<file path="config.mk">
export PLATFORM = sky130hd
export DESIGN_NAME = wc_pin_bridge
export DESIGN_NICKNAME = d
export VERILOG_FILES = /design/src/rtl/wc_pin_bridge.sv
export SDC_FILE = /design/constraint.sdc
export NUM_CORES = 1
export LEC_CHECK = 0
export ABC_AREA = 1
export ABC_CLOCK_PERIOD_IN_PS = 7200
export BUFFER_PORTS_ARGS = -buffer_cell sky130_fd_sc_hd__clkbuf_2
export CAP_MARGIN = 30
export CELL_PAD_IN_SITES_DETAIL_PLACEMENT = 0
export CELL_PAD_IN_SITES_GLOBAL_PLACEMENT = 1
export CORE_MARGIN = 5
export CORE_UTILIZATION = 25
export CTS_CLUSTER_DIAMETER = 120
export DETAILED_ROUTE_END_ITERATION = 7
export GPL_TIMING_DRIVEN = 0
export PLACE_DENSITY = 0.58
export SLEW_MARGIN = 20
export SYNTH_ARGS = -nofsm -noshare
export SYNTH_HDL_FRONTEND = slang
export SYNTH_SLANG_ARGS = --single-unit
</file>
<file path="constraint.sdc">
create_clock -name clk -period 7.2 [get_ports clk]
set_input_delay 0.72 -clock clk [delete_from_list [all_inputs] [get_ports clk]]
set_output_delay 0.72 -clock clk [all_outputs]
set_load 0.02 [all_outputs]
</file>
<file path="src/rtl/wc_pin_bridge.sv">
// wc_pin_bridge: pad-reduction bridge in front of the Winograd core.
// The bridge gathers one input tile from narrow beats and drives it onto the
// core's wide D bus. It waits a fixed core latency, captures the core's Z bus,
// and then returns the result tile over narrow beats. Both narrow sides use a
// valid/ready handshake, and only one tile is in flight at a time.
//
// Ports
//   clk, rst      clock; asynchronous active-high reset
//   abort         synchronous: drop the current tile and return to LOAD
//   in_valid/in_ready/in_data      narrow input beats, lane j at [j*DW +: DW]
//   core_d        wide tile to the core, element i at [i*DW +: DW]
//   core_z        wide result from the core, element i at [i*DW +: DW]
//   out_valid/out_ready/out_data   narrow output beats, lane j at [j*DW +: DW]
//   out_last      marks the final output beat of a tile
//   tile_cnt      completed tiles, modulo 2^16
module wc_pin_bridge #(
    parameter int unsigned DW        = 10,
    parameter int unsigned IN_ELEMS  = 5,
    parameter int unsigned OUT_ELEMS = 2,
    parameter int unsigned LANES_IN  = 1,
    parameter int unsigned LANES_OUT = 1,
    parameter int unsigned CORE_LAT  = 2
) (
    input  logic                      clk,
    input  logic                      rst,
    input  logic                      abort,
    input  logic                      in_valid,
    output logic                      in_ready,
    input  logic [LANES_IN*DW-1:0]    in_data,
    output logic [IN_ELEMS*DW-1:0]    core_d,
    input  logic [OUT_ELEMS*DW-1:0]   core_z,
    output logic                      out_valid,
    input  logic                      out_ready,
    output logic [LANES_OUT*DW-1:0]   out_data,
    output logic                      out_last,
    output logic [15:0]               tile_cnt
);

    localparam int unsigned IN_BEATS  = IN_ELEMS / LANES_IN;
    localparam int unsigned OUT_BEATS = OUT_ELEMS / LANES_OUT;
    localparam int unsigned IW        = LANES_IN * DW;
    localparam int unsigned OW        = LANES_OUT * DW;
    localparam int unsigned BC_W      = $clog2(IN_BEATS) + 1;
    localparam int unsigned OB_W      = $clog2(OUT_BEATS) + 1;
    localparam int unsigned WT_W      = $clog2(CORE_LAT + 1) + 1;

    typedef enum logic [1:0] {
        ST_LOAD   = 2'd0,
        ST_WAIT   = 2'd1,
        ST_UNLOAD = 2'd2
    } state_t;

    state_t                  state;
    logic [BC_W-1:0]         beat_cnt;
    logic [WT_W-1:0]         wait_cnt;
    logic [OB_W-1:0]         ob_cnt;
    logic [OUT_ELEMS*DW-1:0] z_reg;

    logic [OB_W-1:0]         ob_next;
    logic [OW-1:0]           next_beat;

    // Next output beat, selected from the captured result tile.
    always_comb begin
        ob_next   = ob_cnt + OB_W'(1);
        next_beat = '0;
        for (int unsigned i = 0; i < OUT_BEATS; i++) begin
            if (ob_next == OB_W'(i)) begin
                next_beat = z_reg[i*OW +: OW];
            end
        end
    end

    // Control FSM with all outputs registered.
    always_ff @(posedge clk or posedge rst) begin
        if (rst) begin
            state     <= ST_LOAD;
            beat_cnt  <= '0;
            wait_cnt  <= '0;
            ob_cnt    <= '0;
            core_d    <= '0;
            z_reg     <= '0;
            in_ready  <= 1'b0;
            out_valid <= 1'b0;
            out_last  <= 1'b0;
            out_data  <= '0;
            tile_cnt  <= '0;
        end else if (abort) begin
            // Abort drops the tile; the core_d and z_reg contents are kept.
            state     <= ST_LOAD;
            beat_cnt  <= '0;
            wait_cnt  <= '0;
            ob_cnt    <= '0;
            in_ready  <= 1'b1;
            out_valid <= 1'b0;
            out_last  <= 1'b0;
        end else begin
            case (state)
                ST_LOAD: begin
                    in_ready <= 1'b1;
                    if (in_valid && in_ready) begin
                        // Beats write directly into their core_d slot.
                        for (int unsigned i = 0; i < IN_BEATS; i++) begin
                            if (beat_cnt == BC_W'(i)) begin
                                core_d[i*IW +: IW] <= in_data;
                            end
                        end
                        if (beat_cnt == BC_W'(IN_BEATS - 1)) begin
                            beat_cnt <= '0;
                            wait_cnt <= '0;
                            in_ready <= 1'b0;
                            state    <= ST_WAIT;
                        end else begin
                            beat_cnt <= beat_cnt + BC_W'(1);
                        end
                    end
                end

                ST_WAIT: begin
                    // Sample Z one edge after the core latency has elapsed.
                    if (wait_cnt == WT_W'(CORE_LAT)) begin
                        z_reg     <= core_z;
                        out_data  <= core_z[OW-1:0];
                        out_valid <= 1'b1;
                        out_last  <= (OUT_BEATS == 1);
                        ob_cnt    <= '0;
                        wait_cnt  <= '0;
                        state     <= ST_UNLOAD;
                    end else begin
                        wait_cnt <= wait_cnt + WT_W'(1);
                    end
                end

                ST_UNLOAD: begin
                    if (out_valid && out_ready) begin
                        if (ob_cnt == OB_W'(OUT_BEATS - 1)) begin
                            tile_cnt  <= tile_cnt + 16'd1;
                            ob_cnt    <= '0;
                            out_valid <= 1'b0;
                            out_last  <= 1'b0;
                            in_ready  <= 1'b1;
                            state     <= ST_LOAD;
                        end else begin
                            ob_cnt   <= ob_next;
                            out_data <= next_beat;
                            out_last <= (ob_next == OB_W'(OUT_BEATS - 1));
                        end
                    end
                end

                default: begin
                    state <= ST_LOAD;
                end
            endcase
        end
    end

endmodule

</file>
; ---- Yosys cells after proc, flatten, opt, wreduce, memory -nomap -nowiden
; Cells that the tools add are included.
; W data, S select, Z words.
[word_totals]
wordCells = 105
out_inout_bits = 79
ramBits = 0
reg_bits = 110
rom_bits = 0
latch_bits = 0
mem_count = 0
inputBits = 35
[classes]
div_mod_pow = 0
n_bitwise = 1
mul = 0
n_reduce_logical = 25
n_eq_ne = 17
magnitude_cmp = 0
addsub = 4
n_mux = 43
n_shift = 0
[op_table]
columns = op, count
row1 = $mux W10, 5
row2 = $reduce_and A4 Y1, 7
row3 = $mux W2, 10
row4 = $pmux W10 S2, 1
row5 = $add A16 B1 Y16 const B, 1
row6 = $mux W4, 4
row7 = $ne A3 B3 Y1 const B, 5
row8 = $mux W1, 13
row9 = $mux W3, 4
row10 = $reduce_and A3 Y1, 4
row11 = $reduce_and A5 Y1, 2
row12 = $reduce_bool A3 Y1, 3
row13 = $eq A4 B2 Y1 const B, 2
row14 = $eq A2 B1 Y1 const B, 3
row15 = $ne A2 B2 Y1 const B, 3
row16 = $pmux W1 S2, 3
row17 = $pmux W2 S3, 1
row18 = $pmux W3 S2, 1
row19 = $reduce_bool A2 Y1, 3
row20 = $add A4 B1 Y4 const B, 1
row21 = $eq A4 B1 Y1 const B, 1
row22 = $eq A4 B3 Y1 const B, 1
row23 = $logic_not A2 Y1, 2
row24 = $logic_not A4 Y1, 1
row25 = 8 further kinds, 9

; ---- Longest topological paths before layout
; Gate-level depths: netlist (run 1).
[depth]
ltp_word = 7
ltp_mapped = 9
depth_no_buf = 9

; ---- Worst setup path before layout (run 1)
; Ideal clock, no wire load.
[synth_path]
path_kind = in2reg
start = in out_ready
end = reg tile_cnt[9]
setup_ps = 117
n_path_buf = 0
cell_stages = 9
slack_ps = 5625
t_required_ps = 7083
arrival_time_ps = 1458
cell_sequence = nand2_1 > inv_1 > nand2_1 > nor2_4 > nand2_2 > clkinv_1 > nand2_1 > nand2_1 > nand2_1
[synth_via]
elab_chain_len = 2
[synth_lines]
columns = element, line_no
row1 = start: declaration, 33  ; input logic out_ready,
row2 = $logic_and A1 B1 Y1, 134  ; if (out_valid && out_ready) begin
row3 = $reduce_and A4 Y1 (no source line), n/a
row4 = end signal: assignment, 136  ; tile_cnt <= tile_cnt + 16'd1;
row5 = end: declaration, 36  ; output logic [15:0] tile_cnt
; Every way passes these cells.
; A chain may end at the register's enable or synchronous reset.

; ---- Worst setup path in the final report (run 1)
[layout_path]
start = reg tile_cnt[11]
end = out tile_cnt[11]
; No word-level cell between the ends.

==> key figures, run 1 <==
Final layout
  • Fin util: between 30% and 40%
  • Final net count: around 750
  • Diode count: 0
  • Max reg flops: 50
  • Fill cell count: approximately 2.1k
  • Area growth from synthesis to layout: 24.6%
  • Layout cell share with drive strength beyond 1: approximately 23%

STA
  • RSZ-0062 raised after global routing: no
  • Slew headroom: between 60% and 70%
  • Max Clock Freq: just under 0.6 GHz
  • Worst Tran Pin Value: between 0.5 and 0.6 ns
  • Final WS setup: 5.46 ns
  • Worst clock skew: around 0.012 ns
  • Count of final setup violators: 0
  • Final TNS setup: 0 ns
  • Max-slew violations: 0
  • Final hold viol count: 0
  • Period minus WS final: 1.74 ns
  • Fin crit share: 24.1%

Power
  • Peak VDD IR: between 0.15 and 0.2 mV
  • PD cells: roughly 290 nW/um^2
  • Total power: 1740 uW
  • Leakage: roughly 0.0032 uW

Placement
  • IO buf count: about 110
  • Dpl ws: ~5.2 ns
  • GPL Wtd Cong: 0.824
  • DPL Wire Length: around 10000 um

Clock network
  • Cts hold-fix bufs: 0
  • CTS Buf Count: 9
  • # H-tree levels: 3
  • Post-CTS setup buffer count: 0
  • Clk Latency, worst-skew pair: between 0.3 and 0.4 ns
  • Clk root buf: clkbuf_16
  • CTS tree: built
  • Clock sinks: 110
  • Worst-path clk slew: approximately 0.080 ns
  • Post-CTS Resized: 0
  • Max clock buf depth: 2

Floorplanning
  • Die footprint: ~23000 um^2
  • Die H: about 150 um
  • Starting Density: between 20% and 30%
  • FP Rows: a little over 50
  • Core area: about 19000 um^2
  • Num ports: ~110
  • Die width: roughly 150 um

Min path
  • Worst hold path class: in -> async

Logic synthesis
  • Register bit total from synthesis: 110
  • Yosys top cell by area: dfrtp_1
  • Synth top cells by count: nand2_1 (200), dfrtp_1 (110), o21ai_0 (66)
  • Compound-Gate Fraction of Synth Area: approximately 9.8%
  • XOR/XNOR Fraction of Synth Area: a little under 2%
  • Most numerous cell in the Yosys netlist: nand2_1
  • Post-synth EDFFs: 0
  • Largest family of logic cells by synthesized area: simple AND/OR/NAND/NOR gates
  • Synth Area in Simple Gates: about a quarter
  • Post-synth top flop: dfrtp_1
  • Fraction of the yosys area taken by sequential cells: between 50 and 60%
  • Syn. warnings: 0
  • Mapped cell area: a little under 5000 um^2
  • Synth Instances: between 500 and 600
  • Async set-reset flop share out of synthesis: 100%
  • Yosys top cell area share: between 50% and 60%
  • Yosys cell types: 25
  • Synth Area per Inst: around 8.4 um^2
  • Multiplexer share of the synthesized area: 0%
  • Adder-cell share of the synthesized area: under 10%
  • Net Count, Synth: between 600 and 700
  • Synth area leaders: dfrtp_1 (56%), nand2_1 (15%), o21ai_0 (6.7%), inv_1 (3.9%), nand3_1 (3.5%)

Worst setup path
  • Reg-to-reg slack, setup: 5.56 ns
  • Crit-path cells: clkbuf_2
  • R2r startpoint: beat_cnt[0]$_DFFE_PP0P_
  • Crit Path Category: reg -> out
  • Worst endpoint required time: ~6.5 ns
  • CP endpoint kind: output pin
  • R2R cell count: 7
  • CP max FO: 6
  • Slowest cell on crit path: dfrtp_1
  • CP Buf/Inv Count: 1
  • Delay-heaviest family, CP: flip-flops
  • Crit path DAT: between 1 and 1.5 ns
  • CP startpoint kind: flop
  • Max incr delay on CP: approximately 0.46 ns
  • R2r endpoint: core_d[44]$_DFFE_PP0P_

Global routing
  • Initial antenna violation count: 0
  • Overall Global Routing Usage: approximately 13%
  • Largest net degree at the start of global routing: a little under 60
  • Total global routing overflow: 0
  • First-pass GRT wire length: 22200 um
  • Vias in the first global route: about 4.2k

Route
  • Total length of routed wires: 13500 um
  • DR vias: a little over 4k
  • DR pass1 iterations: 5
  • Number of DRC markers in iteration 0: approximately 180
  • # DRC: 0
  • WL/cell: roughly 14 um
  • ANT nets after route: 0
  • Via density: 4.25

Status
  • Status: completed

Run
  • Max-cap violation count: 0
[area by class of cell]
type	count	area [um^2]	area share (%)
Buffer	21	93.8	1.53
Timing Repair Buffer	114	593	9.70
Clock buffer	9	225	3.68
Multi-Input combinational cell	395	1850	30.2
Tap cell	265	332	5.42
Sequential cell	110	2750	45.0
Inverter	57	219	3.58
Clock inverter	6	53.8	0.880
[routing by layer]
metal	track usage, %	up-vias	share of wire [%]
li1	-	2103	-
met1	16.0	1926	45
met2	19.9	116	46
met3	5.06	8	8.5
met4	3.16	0	0.95
met5	0	-	0
[worst max path at each step]
stage / end / startpoint / slack [ns] / cells after the start
after floorplan: beat_cnt[0]$_DFFE_PP0P_ / rst / 3.58 / 1
after global placement: tile_cnt[6]$_DFFE_PP0P_ / rst / 2.10 / 2
after detailed placement: tile_cnt[9]$_DFFE_PP0P_ / abort / 5.22 / 9
after CTS: tile_cnt[11] / tile_cnt[11]$_DFFE_PP0P_ / 5.43 / 1
after global routing: tile_cnt[11] / tile_cnt[11]$_DFFE_PP0P_ / 5.39 / 1
final: tile_cnt[11] / tile_cnt[11]$_DFFE_PP0P_ / 5.46 / 1
[stage by stage]
stage | instances | area [um^2] | hold WS (ns)
6_report | 977 | 6120 | 0.393
5_1_grt | 977 | 6120 | 0.436
4_1_cts | 977 | 6120 | 0.413
3_5_place_dp | 962 | 5840 | 0.475
3_3_place_gp | 961 | 5800 | 0.467
2_1_floorplan | 583 | 4910 | 0.459
[kinds of logic (layout without fill, tap and decap cells)]
group / after synthesis / count (layout)
fa+ha+maj: 5 / 5
simple gates: 284 / 284
compound gates: 95 / 95
buf+inv: 78 / 207
flops: 110 / 110
xor+xnor: 11 / 11
[layout by cell type, fill, tap and decap left out, types with 6 or more instances in the layout]
| cell | netlist | final |
|---|---|---|
| xnor2_1 | 6 | 6 |
| nand4_1 | 9 | 9 |
| o21ai_0 | 66 | 66 |
| clkbuf_16 | 0 | 9 |
| buf_2 | 9 | 9 |
| clkbuf_1 | 11 | 11 |
| o21ai_1 | 27 | 27 |
| dfrtp_1 | 110 | 110 |
| nor2_1 | 21 | 21 |
| nand2_2 | 6 | 6 |
| clkbuf_2 | 0 | 113 |
| inv_1 | 51 | 50 |
| nand3_1 | 34 | 34 |
| nand2_1 | 200 | 200 |
[power breakdown]
| part | switching [uW] | internal (uW) |
|---|---|---|
| sequential | 74.2 | 739 |
| combinational | 305 | 142 |
| clock | 244 | 240 |
| total | 624 | 1120 |
(Power assumes the default switching activity.)
==> run 2: changes to the inputs <==
--- a/config.mk
+++ b/config.mk
@@ -6,7 +6,7 @@
 export NUM_CORES = 1
 export LEC_CHECK = 0
 export ABC_AREA = 1
-export ABC_CLOCK_PERIOD_IN_PS = 7200
+export ABC_CLOCK_PERIOD_IN_PS = 1500
 export BUFFER_PORTS_ARGS = -buffer_cell sky130_fd_sc_hd__clkbuf_2
 export CAP_MARGIN = 30
 export CELL_PAD_IN_SITES_DETAIL_PLACEMENT = 0
@@ -16,7 +16,7 @@
 export CTS_CLUSTER_DIAMETER = 120
 export DETAILED_ROUTE_END_ITERATION = 7
 export GPL_TIMING_DRIVEN = 0
-export PLACE_DENSITY = 0.58
+export PLACE_DENSITY = 0.6
 export SLEW_MARGIN = 20
 export SYNTH_ARGS = -nofsm -noshare
 export SYNTH_HDL_FRONTEND = slang
==> constraint.sdc (replaced) <==
create_clock -name clk -period 1.5 [get_ports clk]
set_input_delay 0.15 -clock clk [delete_from_list [all_inputs] [get_ports clk]]
set_output_delay 0.15 -clock clk [all_outputs]
set_load 0.02 [all_outputs]
==> run 2 against run 1 <==
  * Non-clock buffer count rose by 19
  * Largest cell class unchanged
  * Critical path type is now reg -> reg
  * Critical endpoint is now in_ready$_DFFE_PP0P_
  * Global-route usage rose by 0.49 points
  * Worst setup slack got worse by 5.4 ns
  * Highest routed layer unchanged
==> key figures, run 2 (synthesis gave the netlist of run 1 again) <==
Worst setup path
  • Slowest cell on crit path: dfrtp_1
  • Max incr delay on CP: 0.44 ns
  • R2r endpoint: in_ready$_DFFE_PP0P_
  • CP Buf/Inv Count: 2
  • R2R cell count: 7
  • Crit path DAT: roughly 1.7 ns
  • CP endpoint kind: flop
  • Crit Path Category: reg -> reg
  • R2r startpoint: beat_cnt[1]$_DFFE_PP0P_
  • Crit-path cells: inv_2, ha_4, nand2_2, nor2_4, nand3_4, buf_4, a21boi_1
  • CP max FO: 5
  • Worst endpoint required time: around 1.7 ns
  • Reg-to-reg slack, setup: ~0.061 ns
  • CP startpoint kind: flop
  • Delay-heaviest family, CP: flip-flops

Route
  • Via density: 4.27
  • # DRC: 0
  • DR vias: roughly 4.3k
  • ANT nets after route: 0
  • Total length of routed wires: 14200 um
  • DR pass1 iterations: 4
  • Number of DRC markers in iteration 0: about 150
  • WL/cell: 14.3 um

Global routing
  • Largest net degree at the start of global routing: 32
  • Vias in the first global route: around 4.4k
  • Total global routing overflow: 0
  • First-pass GRT wire length: between 20000 and 25000 um
  • Initial antenna violation count: 0
  • Overall Global Routing Usage: a little over an eighth

Min path
  • Worst hold path stage count: 3
  • HP Start: core_z[13]
  • Worst hold path class: in -> reg
  • Hold EP: z_reg[13]$_DFFE_PP0P_

Power
  • Total power: around 8600 uW
  • Peak VDD IR: ~0.73 mV
  • Leakage: ~0.0033 uW
  • PD cells: approximately 1300 nW/um^2

Final layout
  • Final net count: between 700 and 800
  • Layout cell share with drive strength beyond 1: approximately 28%
  • Diode count: 0
  • Max reg flops: 50
  • Most frequent cells in the layout: nand2_1 (194), clkbuf_2 (119), dfrtp_1 (107), o21ai_0 (59), inv_1 (47)
  • Area growth from synthesis to layout: 31.8%
  • Fin util: 33.4%
  • Most common cell after layout, fill and taps aside: nand2_1

Floorplanning
  • Die footprint: approximately 23000 um^2
  • Starting Density: between 20% and 30%
  • FP Rows: 51
  • Num ports: around 110
  • Die H: 150 um
  • Die width: about 150 um
  • Core area: roughly 19000 um^2

STA
  • Worst Tran Pin Value: 0.534 ns
  • Period minus WS final: roughly 1.4 ns
  • Final WS setup: ~0.061 ns
  • Count of final setup violators: 0
  • Final hold viol count: 0
  • Max-slew violations: 0
  • Max Clock Freq: approximately 0.69 GHz
  • Worst clock skew: between 0.01 and 0.015 ns
  • Fin crit share: 95.9%
  • RSZ-0062 raised after global routing: yes
  • Slew headroom: ~64%

Clock network
  • Clk Latency, worst-skew pair: about 0.36 ns
  • # H-tree levels: 3
  • Clock sinks: 110
  • CTS tree: built
  • Max clock buf depth: 2
  • Clk root buf: clkbuf_16
  • Worst-path clk slew: ~0.080 ns
  • CTS Buf Count: 9

Placement
  • DPL Wire Length: approximately 11000 um
  • Dpl ws: -0.194 ns
  • GPL Wtd Cong: 0.828
  • IO buf count: between 100 and 150

Status
  • Status: completed

Run
  • Max-cap violation count: 0
[run 2: cell types whose count changed in the layout (fill, tap and decap cells not counted), moves of 4 or more]
cell / before / now
nand2_2: 6 / 11
dlygate4sd3_1: 0 / 8
o21ai_0: 66 / 59
nor2_1: 21 / 17
clkbuf_1: 11 / 0
o21ai_1: 27 / 33
nor2_4: 2 / 6
clkbuf_2: 113 / 119
buf_4: 1 / 11
nand2_1: 200 / 194
[run 2: through the flow]
stage | hold WS [ns] | setup TNS [ns] | cells | cell area, um^2
CTS | 0.00808 | 0 | 989 | 6300
global placement | 0.373 | -88.98 | 961 | 5810
finish | 0.0245 | 0 | 997 | 6470
detailed placement | 0.215 | -2.84 | 965 | 5900
floorplan | 0.257 | 0 | 583 | 4910
global route | 0.0160 | -0.143 | 997 | 6470
[run 2: worst max path at each step]
stage / depth (start not counted) / slack, ns / startpoint / to
finish: 7 / 0.06 / beat_cnt[1]$_DFFE_PP0P_ / in_ready$_DFFE_PP0P_
global route: 7 / -0.02 / beat_cnt[1]$_DFFE_PP0P_ / in_ready$_DFFE_PP0P_
CTS: 5 / 0.00008 / beat_cnt[0]$_DFFE_PP0P_ / core_d[31]$_DFFE_PP0P_
detailed placement: 7 / -0.19 / beat_cnt[0]$_DFFE_PP0P_ / core_d[44]$_DFFE_PP0P_
global placement: 2 / -0.80 / rst / tile_cnt[8]$_DFFE_PP0P_
floorplan: 1 / 0.02 / rst / beat_cnt[0]$_DFFE_PP0P_
[run 2: metal layers]
layer	routed length, um	vias up	track usage (%)
li1	-	2143	-
met1	6340	2009	16.4
met2	6670	100	21.0
met3	1050	10	4.97
met4	146	0	3.43
met5	0	-	0
[run 2: cell type report]
class / instances / area (um^2)
clock buffer: 9 / 225
buffer: 21 / 143
sequential: 110 / 2760
timing repair buffer: 133 / 805
inverter: 57 / 218
multi-input combinational: 395 / 1930
fill: 2123 / 12900
tap: 265 / 332
clock inverter: 7 / 66.3
[run 2: power breakdown]
part / switching, uW / internal [uW]
Clock: 1230 / 1170
Combinational: 1500 / 751
Sequential: 379 / 3550
Total: 3110 / 5470
[run 2: timing repair]
item | CTS | global route
hold buffers | 8 | 0
pin swaps | 0 | 6
resized for setup | 11 | 64
endpoints found under the setup margin | 44 | 90
gates cloned | 0 | 1
endpoints found under the hold margin | 25 | 0
setup buffers | 0 | 7
[run 2: tightest hold or removal path, cell delays in order]
cell      delay (ns)
clkbuf_2        0.08
inv_1           0.05
o21ai_1         0.06
==> run 3: changes to the inputs <==
--- a/config.mk
+++ b/config.mk
@@ -6,7 +6,7 @@
 export NUM_CORES = 1
 export LEC_CHECK = 0
 export ABC_AREA = 1
-export ABC_CLOCK_PERIOD_IN_PS = 1500
+export ABC_CLOCK_PERIOD_IN_PS = 1400
 export BUFFER_PORTS_ARGS = -buffer_cell sky130_fd_sc_hd__clkbuf_2
 export CAP_MARGIN = 30
 export CELL_PAD_IN_SITES_DETAIL_PLACEMENT = 0
@@ -16,7 +16,7 @@
 export CTS_CLUSTER_DIAMETER = 120
 export DETAILED_ROUTE_END_ITERATION = 7
 export GPL_TIMING_DRIVEN = 0
-export PLACE_DENSITY = 0.6
+export PLACE_DENSITY = 0.58
 export SLEW_MARGIN = 20
 export SYNTH_ARGS = -nofsm -noshare
 export SYNTH_HDL_FRONTEND = slang
==> constraint.sdc (replaced) <==
create_clock -name clk -period 1.4 [get_ports clk]
set_input_delay 0.14 -clock clk [delete_from_list [all_inputs] [get_ports clk]]
set_output_delay 0.14 -clock clk [all_outputs]
set_load 0.02 [all_outputs]
==> run 3 against run 2 <==
  * The run now ends with negative setup slack left
  * First-iteration DRC count up 18%
  * Highest routed layer unchanged
  * Sequential power up 7.9%
  * Via count is 3.0% higher
  * Critical path depth is 1 higher
  * Flip-flop and latch count unchanged
  * Die area is the same
  * Cell area grew 6.4%
  * Largest cell class unchanged
  * Maximum frequency up 0.72%
  * Total power is 10% higher
==> key figures, run 3 (synthesis gave the netlist of run 1 again) <==
STA
  • Fin crit share: 102%
  • Max-slew violations: 0
  • Max Clock Freq: 0.700 GHz
  • Final TNS setup: -0.171 ns
  • Final WS setup: -0.0287 ns
  • Worst hold margin: ~0.024 ns
  • Slew headroom: between 60 and 70%
  • Period minus WS final: between 1 and 1.5 ns
  • RSZ-0062 raised after global routing: yes
  • Worst Tran Pin Value: about 0.57 ns
  • Count of final setup violators: 10
  • Worst clock skew: 0.0140 ns
  • Final hold viol count: 0

Placement
  • Dpl ws: -0.309 ns
  • IO buf count: around 110
  • DPL Wire Length: 10600 um
  • GPL Wtd Cong: between 0.8 and 0.9

Global routing
  • First-pass GRT wire length: about 23000 um
  • Overall Global Routing Usage: roughly an eighth
  • Vias in the first global route: 4443
  • Total global routing overflow: 0
  • Initial antenna violation count: 0
  • Largest net degree at the start of global routing: 34

Route
  • WL/cell: 14.4 um
  • Via density: around 4.3
  • Total length of routed wires: about 15000 um
  • DR pass1 iterations: 4
  • Number of DRC markers in iteration 0: 182
  • # DRC: 0
  • DR vias: ~4.4k
  • ANT nets after route: 0

Floorplanning
  • FP Rows: 51
  • Starting Density: between 20% and 30%
  • Die footprint: about 23000 um^2
  • Die H: approximately 150 um
  • Core area: 19400 um^2
  • Die width: between 150 and 200 um
  • Num ports: 114

Clock network
  • # H-tree levels: 3
  • Worst-path clk slew: approximately 0.080 ns
  • CTS Buf Count: 9
  • Clk Latency, worst-skew pair: between 0.3 and 0.4 ns
  • Clk root buf: clkbuf_16
  • Max clock buf depth: 2
  • CTS tree: built
  • Clock sinks: 110

Final layout
  • Layout cell share with drive strength beyond 1: about 35%
  • Diode count: 0
  • Most frequent cells in the layout: nand2_1 (174), clkbuf_2 (115), dfrtp_1 (105), o21ai_1 (51), inv_1 (46)
  • Max reg flops: 50
  • Final net count: a little under 800
  • Fill cell count: 2085
  • Reg area: 2760 um^2
  • Most common cell after layout, fill and taps aside: nand2_1
  • Multi-input logic area: 2090 um^2
  • Area growth from synthesis to layout: 40.3%

Power
  • Peak VDD IR: between 0.8 and 0.9 mV
  • PD cells: approximately 1400 nW/um^2
  • Leakage: between 0.003 and 0.004 uW

Worst setup path
  • CP startpoint kind: flop
  • CP endpoint kind: flop
  • Crit path DAT: about 1.7 ns
  • CP max FO: 6
  • Worst endpoint required time: 1.64 ns
  • Crit Path Category: reg -> reg

Run
  • Max-cap violation count: 0

Status
  • Status: complete, but fails checks
  • Failing checks: negative setup slack

Min path
  • Worst hold path class: in -> reg
==> run 3: path summary, 6_finish.rpt <==
path,startpoint,end,slack [ns],cells past startpoint
max,beat_cnt[1]$_DFFE_PP0P_,core_d[45]$_DFFE_PP0P_,-0.03,8
min,core_z[6],z_reg[6]$_DFFE_PP0P_,0.02,3
max reg2reg,beat_cnt[1]$_DFFE_PP0P_,core_d[45]$_DFFE_PP0P_,-0.03,8
min reg2reg,z_reg[2]$_DFFE_PP0P_,z_reg[2]$_DFFE_PP0P_,0.49,2
max in group asynchronous,rst,ob_cnt[1]$_DFFE_PP0P_,0.25,5
min in group asynchronous,rst,core_d[46]$_DFFE_PP0P_,0.38,3
==> run 3: area by class of cell <==
class,instances,share of cell area (%)
well taps,265,4.82
multi-input cells,396,30.3
clock inverters,7,1.24
plain buffers,21,2.84
repair buffers,157,14.3
clock buffers,9,3.27
flip-flops and latches,110,40.1
inverters,57,3.16
==> run 3: repair_timing <==
action                                 4_1_cts  5_1_grt
buffers inserted                            11       14
resized for setup                           56      109
pin swaps                                    5       16
hold buffers                                 7        2
endpoints found under the hold margin       28        2
gates cloned                                 4        4
setup endpoints to repair                   73       98
==> run 3: per-layer routing <==
metal | GRT usage [%] | up-vias | wire length [um]
met5 | 0 | - | 0
met4 | 2.61 | 0 | 128
met3 | 5.96 | 9 | 1120
met2 | 21.4 | 97 | 7090
met1 | 16.6 | 2087 | 6370
li1 | - | 2197 | -
==> run 3: through the flow <==
stage	total power [uW]	cells	util, %	cell area (um^2)
after floorplan	5560	583	-	4910
after global placement	6560	961	29.9	5810
after detailed placement	6610	964	30.3	5870
after CTS	9430	1002	33.5	6500
after global routing	10000	1022	35.5	6880
final	9440	1022	35.5	6880
==> run 3: power breakdown <==
group | internal [uW] | switching, uW | total, uW
Sequential | 3800 | 440 | 4240
Combinational | 902 | 1640 | 2550
Clock | 1290 | 1360 | 2650
Total | 5990 | 3440 | 9440
==> run 3: worst max-delay path, cell delays in order, from the launching register on <==
cell     delay (ns)
dfrtp_2        0.45
inv_2          0.10
ha_4           0.16
nand2_4        0.06
nor2_4         0.13
nand3_4        0.14
buf_6          0.17
nand2_2        0.04
o21ai_1        0.05
